===== src/rtl/sfx_pkg.sv =====
// Shared types for the sound-effect scheduler: effect encoding, one-hot triggers, FSM states.
// Latency: n/a (types and constants only).
// Backpressure: n/a.
package sfx_pkg;

  // Numeric order doubles as priority: WIN > EXPLODE > DROP > NONE.
  typedef enum logic [1:0] {
    SFX_NONE    = 2'd0,
    SFX_DROP    = 2'd1,
    SFX_EXPLODE = 2'd2,
    SFX_WIN     = 2'd3
  } sfx_t;

  localparam logic [3:0] CTRL_NONE    = 4'b0000;
  localparam logic [3:0] CTRL_DROP    = 4'b0001;
  localparam logic [3:0] CTRL_EXPLODE = 4'b0010;
  localparam logic [3:0] CTRL_WIN     = 4'b0100;

  typedef enum logic [1:0] {
    ST_IDLE    = 2'd0,
    ST_ISSUE   = 2'd1,
    ST_PLAYING = 2'd2
  } state_t;

  function automatic logic [3:0] sfx_onehot(input sfx_t s);
    case (s)
      SFX_DROP:    sfx_onehot = CTRL_DROP;
      SFX_EXPLODE: sfx_onehot = CTRL_EXPLODE;
      SFX_WIN:     sfx_onehot = CTRL_WIN;
      default:     sfx_onehot = CTRL_NONE;
    endcase
  endfunction

endpackage


===== src/rtl/sfx_pending_ctr.sv =====
// Per-type 2-bit saturating pending-event counter with a one-cycle overflow strobe.
// Latency: count reflects inc/dec one cycle later; ovf is combinational from this cycle's inputs.
// Backpressure: none; an increment at full count is dropped and flagged on ovf.
// Ports: clk, reset_n (async, active-low), inc (event), dec (consume), cnt (pending count), ovf (lost event).
module sfx_pending_ctr (
  input  logic       clk,
  input  logic       reset_n,
  input  logic       inc,
  input  logic       dec,
  output logic [1:0] cnt,
  output logic       ovf
);

  // Simultaneous inc and dec cancel, so a full counter only overflows on a lone inc.
  always_comb ovf = inc && !dec && (cnt == 2'd3);

  always_ff @(posedge clk or negedge reset_n) begin
    if (!reset_n) begin
      cnt <= 2'd0;
    end else if (inc && !dec && (cnt != 2'd3)) begin
      cnt <= cnt + 2'd1;
    end else if (dec && !inc && (cnt != 2'd0)) begin
      cnt <= cnt - 2'd1;
    end
  end

endmodule


===== src/rtl/sfx_scheduler.sv =====
// Queues one-shot sound-effect events and drives a one-strobe trigger into the effects player.
// Latency: event at t -> pending at t+1 -> control valid at t+2; control drops the cycle after the consuming strobe.
// Backpressure: up to 3 events queued per type; further events are dropped and set sticky ovf.
// Ports: clk, reset_n (async, active-low), sfx_strobe (player sample request), ev_drop/ev_explode/ev_win
//        (event pulses), control (registered one-hot trigger), busy, cur_sfx (0 none..3 win), ovf (sticky).
module sfx_scheduler
  import sfx_pkg::*;
#(
  parameter int DROP_LEN    = 1882,
  parameter int EXPLODE_LEN = 29536,
  parameter int WIN_LEN     = 35200,
  parameter int CNT_W       = 16
) (
  input  logic       clk,
  input  logic       reset_n,
  input  logic       sfx_strobe,
  input  logic       ev_drop,
  input  logic       ev_explode,
  input  logic       ev_win,
  output logic [3:0] control,
  output logic       busy,
  output logic [1:0] cur_sfx,
  output logic       ovf
);

  state_t           state_q, state_d;
  sfx_t             cur_q, cur_d;
  sfx_t             sel;
  logic [CNT_W-1:0] rem_q, rem_d;
  logic [CNT_W-1:0] clip_len;
  logic [3:0]       control_d;
  logic             consume;
  logic [1:0]       pend_drop, pend_expl, pend_win;
  logic             ovf_drop, ovf_expl, ovf_win;
  logic             ovf_q;

  sfx_pending_ctr u_pend_drop (
    .clk     (clk),
    .reset_n (reset_n),
    .inc     (ev_drop),
    .dec     (consume && (cur_q == SFX_DROP)),
    .cnt     (pend_drop),
    .ovf     (ovf_drop)
  );

  sfx_pending_ctr u_pend_expl (
    .clk     (clk),
    .reset_n (reset_n),
    .inc     (ev_explode),
    .dec     (consume && (cur_q == SFX_EXPLODE)),
    .cnt     (pend_expl),
    .ovf     (ovf_expl)
  );

  sfx_pending_ctr u_pend_win (
    .clk     (clk),
    .reset_n (reset_n),
    .inc     (ev_win),
    .dec     (consume && (cur_q == SFX_WIN)),
    .cnt     (pend_win),
    .ovf     (ovf_win)
  );

  // Highest-priority type with anything pending.
  always_comb begin
    sel = SFX_NONE;
    if (pend_win != 2'd0) begin
      sel = SFX_WIN;
    end else if (pend_expl != 2'd0) begin
      sel = SFX_EXPLODE;
    end else if (pend_drop != 2'd0) begin
      sel = SFX_DROP;
    end
  end

  always_comb begin
    case (cur_q)
      SFX_DROP:    clip_len = CNT_W'(DROP_LEN);
      SFX_EXPLODE: clip_len = CNT_W'(EXPLODE_LEN);
      SFX_WIN:     clip_len = CNT_W'(WIN_LEN);
      default:     clip_len = '0;
    endcase
  end

  always_comb begin
    state_d = state_q;
    cur_d   = cur_q;
    rem_d   = rem_q;
    consume = 1'b0;
    case (state_q)
      ST_IDLE: begin
        // Strobes are ignored here, so a strobe in the cycle that moves us
        // into ISSUE cannot consume a trigger the player never saw.
        if (sel != SFX_NONE) begin
          state_d = ST_ISSUE;
          cur_d   = sel;
        end
      end
      ST_ISSUE: begin
        // The strobe samples the trigger already on control, so it takes
        // precedence over a late retarget in the same cycle.
        if (sfx_strobe) begin
          consume = 1'b1;
          rem_d   = clip_len;
          state_d = ST_PLAYING;
        end else if (sel > cur_q) begin
          cur_d = sel;
        end
      end
      ST_PLAYING: begin
        // Preemption outranks clip end when both land in one cycle.
        if (sel > cur_q) begin
          state_d = ST_ISSUE;
          cur_d   = sel;
          rem_d   = '0;
        end else if (sfx_strobe) begin
          if (rem_q <= CNT_W'(1)) begin
            state_d = ST_IDLE;
            cur_d   = SFX_NONE;
            rem_d   = '0;
          end else begin
            rem_d = rem_q - CNT_W'(1);
          end
        end
      end
      default: begin
        state_d = ST_IDLE;
        cur_d   = SFX_NONE;
        rem_d   = '0;
      end
    endcase
    // control is registered from the next state so it lines up with ISSUE entry.
    control_d = (state_d == ST_ISSUE) ? sfx_onehot(cur_d) : CTRL_NONE;
  end

  always_ff @(posedge clk or negedge reset_n) begin
    if (!reset_n) begin
      state_q <= ST_IDLE;
      cur_q   <= SFX_NONE;
      rem_q   <= '0;
      control <= CTRL_NONE;
      ovf_q   <= 1'b0;
    end else begin
      state_q <= state_d;
      cur_q   <= cur_d;
      rem_q   <= rem_d;
      control <= control_d;
      ovf_q   <= ovf_q | ovf_drop | ovf_expl | ovf_win;
    end
  end

  assign busy    = (state_q != ST_IDLE);
  assign cur_sfx = cur_q;
  assign ovf     = ovf_q;

endmodule


===== config.mk =====
export PLATFORM = sky130hd
export DESIGN_NAME = sfx_scheduler
export DESIGN_NICKNAME = d
export VERILOG_FILES = /design/src/rtl/sfx_pkg.sv /design/src/rtl/sfx_pending_ctr.sv /design/src/rtl/sfx_scheduler.sv
export SDC_FILE = /design/constraint.sdc
export NUM_CORES = 1
export LEC_CHECK = 0
export CORE_UTILIZATION = 45
export DETAILED_ROUTE_END_ITERATION = 8
export HOLD_SLACK_MARGIN = 0.02
export PLACE_DENSITY = 0.76
export SYNTH_ARGS = -nofsm -noshare
export SYNTH_HDL_FRONTEND = slang
export SYNTH_SLANG_ARGS = --single-unit
export TNS_END_PERCENT = 5

===== constraint.sdc =====
create_clock -name clk -period 4.35 [get_ports clk]
set_input_delay 0.87 -clock clk [delete_from_list [all_inputs] [get_ports clk]]
set_output_delay 0.87 -clock clk [all_outputs]
set_load 0.05 [all_outputs]

* Word level (Yosys, flattened, before mapping)
Index checks and enable logic that the tools add are counted.
** Cells by class
- $add $sub $neg :: 7
- Eq/ne operators :: 17
- Multiplexer cells :: 32
- Magnitude comparators :: 2
- Bitwise operators :: 4
- Reduce and logical (&&, ||, !) cells :: 34
** Operators with widths (count)
- $pmux W16 S3 :: 2
- $mux W16 :: 4
- $mux W2 :: 19
- $logic_and A1 B1 Y1 :: 18
- $eq A2 B2 Y1 const B :: 8
- $le A16 B1 Y1 const B :: 1
- $reduce_bool A2 Y1 :: 8
- $sub A16 B1 Y16 const B :: 1
- $pmux W2 S3 :: 2
- $pmux W3 S3 :: 1
- $eq A2 B1 Y1 const B :: 4
- $ne A2 B2 Y1 const B :: 4
- $add A2 B1 Y2 const B :: 3
- $logic_not A1 Y1 :: 6
- $sub A2 B1 Y2 const B :: 3
- $mux W4 :: 1
- $mux W1 :: 3
- $ne A3 B3 Y1 const B :: 1
- $or A1 B1 Y1 :: 3
- $reduce_and A3 Y1 :: 1
- $gt A2 B2 Y1 :: 1
- $logic_not A2 Y1 :: 1
- $not A1 Y1 :: 1
** Storage, ports and cells
- Flip-flop bits (word level) :: 31
- Output and inout port bits :: 8
- Input port bits :: 6
- Word-level logic and storage cells :: 104

* Longest topological paths before layout
Gate-level depths: netlist of the first run.
- Word-level depth :: 11
- Gate-level depth with buffers :: 11
- Depth with buffers taken out :: 9

* Hierarchy
Synthesis of the first run repeated with hierarchy kept, for this count alone.
** Unflattened totals
- Cell total of the unflattened synthesis :: 234
- Area, all modules :: 2180.8 um^2
** Modules (own cells, without submodules)
- sfx_scheduler :: sequential area each 600.6 um^2, area an instance 1813.0 um^2, cells an instance 195, instances 1
- sfx_pending_ctr :: sequential area each 50.0 um^2, area an instance 122.6 um^2, cells an instance 13, instances 3

* Worst setup path before layout of the first run
Ideal clock, no wire load.
- Path type :: reg2reg
- Start point :: register cur_q[1] (netlist: cur_sfx[1])
- End point :: register rem_q[10]
- Arrival time :: 2550 ps
- Path slack :: 1677 ps
- Data required time :: 4226 ps
- Buffers on the path :: 1
- Stages on the path, launching flop included :: 10
- Clock period less this slack :: 2673 ps
- Cell sequence :: dfrtp_1 > inv_1 > ha_1 > nor2b_1 > o21ai_2 > and2_1 > o31ai_1 > clkbuf_1 > o21ai_0 > a211o_1
** Between the ends
- Longest elaborated chain between the ends :: 4
- Elaborated cells between the ends (all ways) :: 10
** RTL lines
- start, declared :: RTL line sfx_scheduler.sv:27 : sfx_t cur_q, cur_d;
- start signal, assigned :: RTL line sfx_scheduler.sv:145 : cur_q <= cur_d;
- $eq A2 B2 Y1 / $eq A2 B1 Y1 (equally long branches) :: RTL line sfx_scheduler.sv:77 : case (cur_q)
- $pmux W16 S3 :: RTL line sfx_scheduler.sv:77
- $mux W16 :: RTL line sfx_scheduler.sv:102 : if (sfx_strobe) begin
- $pmux W16 S3 :: RTL line sfx_scheduler.sv:90 : case (state_q)
- end signal, assigned :: RTL line sfx_scheduler.sv:146 : rem_q <= rem_d;
- end, declared :: RTL line sfx_scheduler.sv:29 : logic [CNT_W-1:0] rem_q, rem_d;
Parallel ways exist; a longest one is shown, timed or not. The select of a mux whose other input is x is not followed.
A chain may end at the register's enable or synchronous reset.

* Final worst setup path of the first run
- Start point :: register state_q[0]
- End point :: output busy
** Between the ends
- Longest elaborated chain between the ends :: 1
** RTL lines
- start, declared :: RTL line sfx_scheduler.sv:26 : state_t state_q, state_d;
- start signal, assigned :: RTL line sfx_scheduler.sv:144 : state_q <= state_d;
- $reduce_bool A2 Y1 :: RTL line sfx_scheduler.sv:152 : assign busy = (state_q != ST_IDLE);
- end, declared :: RTL line sfx_scheduler.sv:21 : output logic busy,
Every way passes these cells.

==> results of run 1 <==
-- per-layer routing --
metal  part of all wire  GRT usage  vias up
li1                   -          -      874
met1               0.48      0.295      832
met2               0.46      0.319       71
met3              0.056     0.0411        6
met4              0.010     0.0918        0
met5                  0          0        -
-- per-stage QoR --
stage	total power (W)	setup slack (ns)	area (µm²)
after floorplan	0.00133	1.68	2010
after global placement	0.00160	1.69	2160
after detailed placement	0.00160	1.71	2160
after CTS	0.00183	1.48	2240
after global routing	0.00201	1.37	2240
final	0.00184	1.47	2240
-- where the power goes --
group	internal [W]	switching (W)	total [W]
logic	0.000408	0.000727	0.00114
registers	0.000375	0.000114	0.000489
clock network	0.000122	0.0000955	0.000217
-- worst paths after layout --
path	slack (ns)	cells past startpoint	end
max	1.47	4	busy
min reg2reg	0.49	2	ovf$_DFF_PN0_
min	0.49	2	ovf$_DFF_PN0_
min in group asynchronous	0.97	2	rem_q[4]$_DFFE_PN0P_
max in group asynchronous	3.10	2	cur_sfx[0]$_DFF_PN0_
max reg2reg	1.65	10	rem_q[1]$_DFFE_PN0P_
-- cells in the final DEF (no fill, tap or decap), types with 2 or more instances in the layout --
master,netlist,layout
a211o_1,5,5
a21oi_1,9,9
a221o_1,2,2
a22oi_1,4,4
a31oi_1,2,2
and2_1,4,4
and4_1,2,2
buf_4,1,2
clkbuf_8,0,6
clkdlybuf4s50_1,0,12
dfrtp_1,30,30
ha_1,13,13
inv_1,16,16
mux2i_1,2,2
nand2_1,19,19
nand3_1,7,7
nor2_1,26,26
nor2b_1,3,3
nor3_1,14,14
nor3b_1,4,4
nor4_1,5,5
o21ai_0,24,24
o22ai_1,2,2
o2bb2ai_1,4,4
o31a_1,2,2
or3_1,3,3
xor2_1,3,3
-- critical path, cell delays in order, from the launching register on --
cell	delay, ns
dfrtp_1	0.40
inv_1	0.10
ha_1	0.31
inv_1	0.12
clkdlybuf4s50_1	0.80
-- state kept, by name, indices dropped and copies added (netlist names) --
register / flops
rem_q: 16
state_q: 2
u_pend_drop.cnt: 2
cur_sfx: 2
u_pend_expl.cnt: 2
control: 3
u_pend_win.cnt: 2
ovf: 1
-- final cells by class --
| type | count | area [µm²] |
|---|---|---|
| clock buffers | 6 | 82.6 |
| fillers | 383 | 1900 |
| inverters | 16 | 60.1 |
| multi-input cells | 180 | 1150 |
| flip-flops and latches | 30 | 751 |
| well taps | 50 | 62.6 |
| repair buffers | 14 | 135 |
-- logic make-up after synthesis --
logic type | after synthesis
simple gates | 93
compound gates | 68
flops | 30
buf+inv | 23
fa+ha+maj | 13
xor+xnor | 3
mux | 2
other cells | 1
==> impl_metrics.py, run 1 <==
metrics = {
    "run_status": {
        "status": "finished clean",
    },
    "logic_synthesis": {
        "yosys.area_share.simple": 0.235,
        "synth_nets": 252,
        "synth_seq_area_share": 0.374,
        "synthTopCellsByArea": "dfrtp_1 37%, ha_1 8.1%, o21ai_0 6.0%, nor2_1 4.9%, nand2_1 3.5%",
        "ys_types": 49,
        "synth-main-ff-cell": "dfrtp_1",
        "syn-mean-instance-area_um2": 8.62,
        "muxShareOfSynthArea": 0.00996,
        "yosys-top-cells-count": "30 x dfrtp_1, 26 x nor2_1, 24 x o21ai_0",
        "synth_area_leader_cell": "dfrtp_1",
        "synth_edf_count": 0,
        "synthAdderAreaFrac": 0.0809,
        "synth_top_area_frac": 0.374,
        "synth_top_family_by_area": "simple AND/OR/NAND/NOR gates",
        "synthCells": 233,
        "netlist_area_um2": 2010,
        "ys_seq_elements": 30,
        "yosysWarnings": 0,
        "synth-xor-area-share": 0.0131,
        "post-synth-top-count-cell": "dfrtp_1",
        "synth_compound_area_frac": 0.231,
        "async_flop_share": 1.00,
    },
    "grt": {
        "antenna_found_initial": 0,
        "grt_pass1_vias": 1582,
        "grt_max_degree": 31,
        "grt_pass1_wl_mm": 7.34,
        "track_usage": 0.212,
        "grt-ovfl-total": 0,
    },
    "setup_path": {
        "worstSetupStartpointType": "flip-flop",
        "worstPathRequired_ns": 3.48,
        "path_class": "reg -> out",
        "startpoint": "state_q[0]$_DFF_PN0_",
        "arrival_ns": 2.01,
        "end_kind": "output pin",
        "r2r-start": "u_pend_win.cnt[0]$_DFFE_PN0P_",
        "cp_max_fo": 8,
    },
    "cells_and_area": {
        "diodes": 0,
        "drive_gt1_frac": 0.0610,
        "instances_no_fill": 296,
        "nNetsFinal": 266,
        "fin_util": 0.541,
        "syn_to_final_growth_pct": 11.5,
    },
    "drt": {
        "drt_pass1_iterations": 4,
        "vias_per_cell": 6.02,
        "ant_nets": 0,
        "drc": 0,
        "avgRoutedWirePerCell_um": 14.9,
        "drt_wl_total_mm": 4.42,
        "drt_iter0_markers": 98,
        "vias": 1783,
    },
    "clock_tree": {
        "clk_pin_slew_worst_paths_ns": 0.06,
        "cts_sinks": 30,
        "cts-resized-gates": 0,
        "htreeDepth": 2,
        "worstSkewPairLatency_ns": 0.28,
        "root_buffer": "clkbuf_8",
        "cts_made_buffers": 5,
        "cts_hold_buf": 0,
        "clk_path_buf_depth": 2,
        "cts_setup_buffers": 0,
        "cts_tree": "built",
    },
    "timing": {
        "fin_setup_tns_ns": 0,
        "maxSlewHeadroom": 0.561,
        "slew_violations": 0,
        "fin_worst_skew_ns": 0.00624,
        "hold_violations": 0,
        "holdWs_ns": 0.486,
        "setup_viol": 0,
        "timing.final.crit_share": 0.663,
        "rsz0062_at_grt": "false",
        "fmaxAchievable_mhz": 347,
        "min_period_ns": 2.88,
        "tightest_slew_ns": 0.652,
    },
    "min_path": {
        "min_path_type": "reg -> reg",
        "min_from": "ovf$_DFF_PN0_",
    },
    "die": {
        "die_w_um": 68.8,
        "row_count": 23,
        "start_util": 0.485,
        "dieHeight_um": 68.8,
        "core_um2": 4140,
        "die_area_um2": 4740,
        "boundaryPins": 14,
    },
    "placed_design": {
        "io_buffers": 12,
        "dp_hpwl_mm": 3.23,
        "gp_congestion": 0.990,
        "place_inst": 290,
    },
    "power_and_ir_drop": {
        "p_leak_nw": 1.04,
        "ir_worst_vdd_mv": 0.300,
        "p_per_area_nw_per_um2": 822,
    },
    "flow_run": {
        "cap_violations": 0,
    },
}
No activity file was read; power rests on OpenSTA's default activity.
==> run 2: changes to the inputs <==
==> constraint.sdc (replaced) <==
create_clock -name clk -period 2.8 [get_ports clk]
set_input_delay 0.56 -clock clk [delete_from_list [all_inputs] [get_ports clk]]
set_output_delay 0.56 -clock clk [all_outputs]
set_load 0.05 [all_outputs]
==> run 2 against run 1 <==
Net effect: count of clock-buffer cells in the layout unchanged; non-clock buffer count increased by 2; clock power increased by 55%; sequential power increased by 56%; total power increased by 58%; critical path depth increased by 6; largest cell class unchanged.
==> impl_metrics.py, run 2 (synthesized netlist as in run 1, its figures left out) <==
metrics = {
    "cells_and_area": {
        "mostFrequentLayoutCells": "30 x dfrtp_1, 26 x nor2_1, 24 x o21ai_0",
        "seq_area_um2": 751,
        "layout_commonest_cell": "dfrtp_1",
        "instances_no_fill": 298,
        "syn_to_final_growth_pct": 12.4,
        "drive_gt1_frac": 0.0726,
        "fillCellCount": 383,
        "top_regs": "rem_q x16, control x3",
        "nNetsFinal": 268,
        "regMostFlops": "rem_q",
        "design_area_um2": 2260,
        "multi_input_area_um2": 1150,
        "fin_util": 0.545,
        "largest_reg_flops": 16,
        "diodes": 0,
    },
    "setup_path": {
        "path_class": "reg -> reg",
        "crit_family": "simple AND/OR/NAND/NOR gates",
        "arrival_ns": 2.81,
        "path_buf_inv": 1,
        "critPathSlowestCell": "dfrtp_1",
        "worstSetupStartpointType": "flip-flop",
        "cp_max_fo": 13,
        "worstPathRequired_ns": 2.96,
        "worstPathCellList": "nor2_1 > nand2_1 > ha_1 > nor2b_1 > o21ai_2 > and2_1 > o31ai_1 > buf_4 > and4_1 > a221o_1",
        "end_kind": "flip-flop",
        "critical-path-max-stage-delay_ns": 0.43,
    },
    "power_and_ir_drop": {
        "p_clk_frac": 0.116,
        "p_seq_frac": 0.261,
        "p_per_area_nw_per_um2": 1290,
        "p_int_w": 0.00144,
        "p_sw_w": 0.00147,
        "ir_worst_vdd_mv": 0.527,
        "netSwitchingFraction": 0.505,
        "power_frac_comb": 0.623,
        "p_leak_nw": 1.05,
    },
    "timing": {
        "holdWs_ns": 0.489,
        "fin_worst_skew_ns": 0.00383,
        "fmaxAchievable_mhz": 378,
        "fin_setup_tns_ns": 0,
        "timing.final.crit_share": 0.945,
        "rsz0062_at_grt": "false",
        "hold_violations": 0,
        "slew_violations": 0,
        "maxSlewHeadroom": 0.643,
        "tightest_slew_ns": 0.535,
        "setup_viol": 0,
        "min_period_ns": 2.65,
    },
    "drt": {
        "drt_iter0_markers": 89,
        "drt_pass1_iterations": 4,
        "drc": 0,
        "vias_per_cell": 6.00,
        "ant_nets": 0,
        "avgRoutedWirePerCell_um": 14.9,
        "drt_wl_total_mm": 4.44,
        "vias": 1788,
    },
    "placed_design": {
        "placed_cell_area_um2": 2170,
        "io_buffers": 12,
        "dp_hpwl_mm": 3.29,
        "place_inst": 292,
        "gp_congestion": 0.884,
    },
    "grt": {
        "grt_pass1_vias": 1603,
        "track_usage": 0.220,
        "grt_pass1_wl_mm": 7.53,
        "antenna_found_initial": 0,
        "grt-ovfl-total": 0,
        "grt_max_degree": 31,
    },
    "die": {
        "row_count": 23,
        "die_area_um2": 4740,
        "die_w_um": 68.8,
        "start_util": 0.485,
        "dieHeight_um": 68.8,
        "boundaryPins": 14,
        "core_um2": 4140,
    },
    "clock_tree": {
        "root_buffer": "clkbuf_8",
        "htreeDepth": 2,
        "cts_made_buffers": 5,
        "cts_tree": "built",
        "cts-resized-gates": 0,
        "worstSkewPairLatency_ns": 0.28,
        "clk_pin_slew_worst_paths_ns": 0.06,
        "clk_path_buf_depth": 2,
        "cts_hold_buf": 0,
        "cts_setup_buffers": 0,
        "cts_sinks": 30,
    },
    "flow_run": {
        "cap_violations": 0,
    },
    "min_path": {
        "min_path_type": "reg -> reg",
    },
    "run_status": {
        "status": "finished clean",
    },
}
## run 2: changes by cell type in the layout (fill, tap and decap cells not counted), sizes merged
| cell | change |
|---|---|
| buf | +2 |
## run 2: power groups by stage
stage	sequential (W)	clock, W	combinational (W)
floorplan	0.000808	0	0.00126
global placement	0.000760	0	0.00178
detailed placement	0.000762	0	0.00178
CTS	0.000758	0.000349	0.00179
global route	0.000789	0.000366	0.00202
finish	0.000762	0.000337	0.00182
## run 2: cell type report
type / count / area share
timing repair buffer: 16 / 0.0665
sequential: 30 / 0.332
tap: 50 / 0.0277
inverter: 16 / 0.0266
clock buffer: 6 / 0.0366
multi-input combinational: 180 / 0.510
## run 2: metal layers
layer / global-route usage / part of all wire
met3: 0.0526 / 0.049
met2: 0.330 / 0.45
met1: 0.303 / 0.48
met5: 0 / 0
met4: 0.0918 / 0.012
## run 2: worst register-to-register path: cells and delay by family, from the launching register on
| family | cells | cell delay (ns) |
|---|---|---|
| simple gates | 5 | 0.92 |
| compound gates | 3 | 0.67 |
| fa+ha+maj | 1 | 0.31 |
| flops | 1 | 0.43 |
| buf+inv | 1 | 0.20 |
## run 2: final timing paths
check / startpoint / end / slack [ns] / cells past startpoint
worst max-delay path: u_pend_win.cnt[0]$_DFFE_PN0P_ / rem_q[3]$_DFFE_PN0P_ / 0.15 / 10
worst min-delay path: ovf$_DFF_PN0_ / ovf$_DFF_PN0_ / 0.49 / 2
worst max register to register: u_pend_win.cnt[0]$_DFFE_PN0P_ / rem_q[3]$_DFFE_PN0P_ / 0.15 / 10
worst min register to register: ovf$_DFF_PN0_ / ovf$_DFF_PN0_ / 0.49 / 2
max in group asynchronous: reset_n / rem_q[13]$_DFFE_PN0P_ / 1.86 / 2
min in group asynchronous: reset_n / rem_q[3]$_DFFE_PN0P_ / 0.67 / 2
## run 2: per-stage QoR
| step | power [W] | setup slack, ns |
|---|---|---|
| 6_report | 0.00291 | 0.155 |
| 3_3_place_gp | 0.00254 | 0.270 |
| 4_1_cts | 0.00290 | 0.189 |
| 3_5_place_dp | 0.00254 | 0.194 |
| 5_1_grt | 0.00317 | 0.0365 |
| 2_1_floorplan | 0.00207 | 0.127 |
==> run 3: changes to the inputs <==
--- a/config.mk
+++ b/config.mk
@@ -5,10 +5,12 @@
 export SDC_FILE = /design/constraint.sdc
 export NUM_CORES = 1
 export LEC_CHECK = 0
+export CAP_MARGIN = 20
 export CORE_UTILIZATION = 45
 export DETAILED_ROUTE_END_ITERATION = 8
 export HOLD_SLACK_MARGIN = 0.02
 export PLACE_DENSITY = 0.76
+export SKIP_LAST_GASP = 1
 export SYNTH_ARGS = -nofsm -noshare
 export SYNTH_HDL_FRONTEND = slang
 export SYNTH_SLANG_ARGS = --single-unit
==> results of run 3 <==
The final DEF is identical to that of run 2; final timing and power are the same.
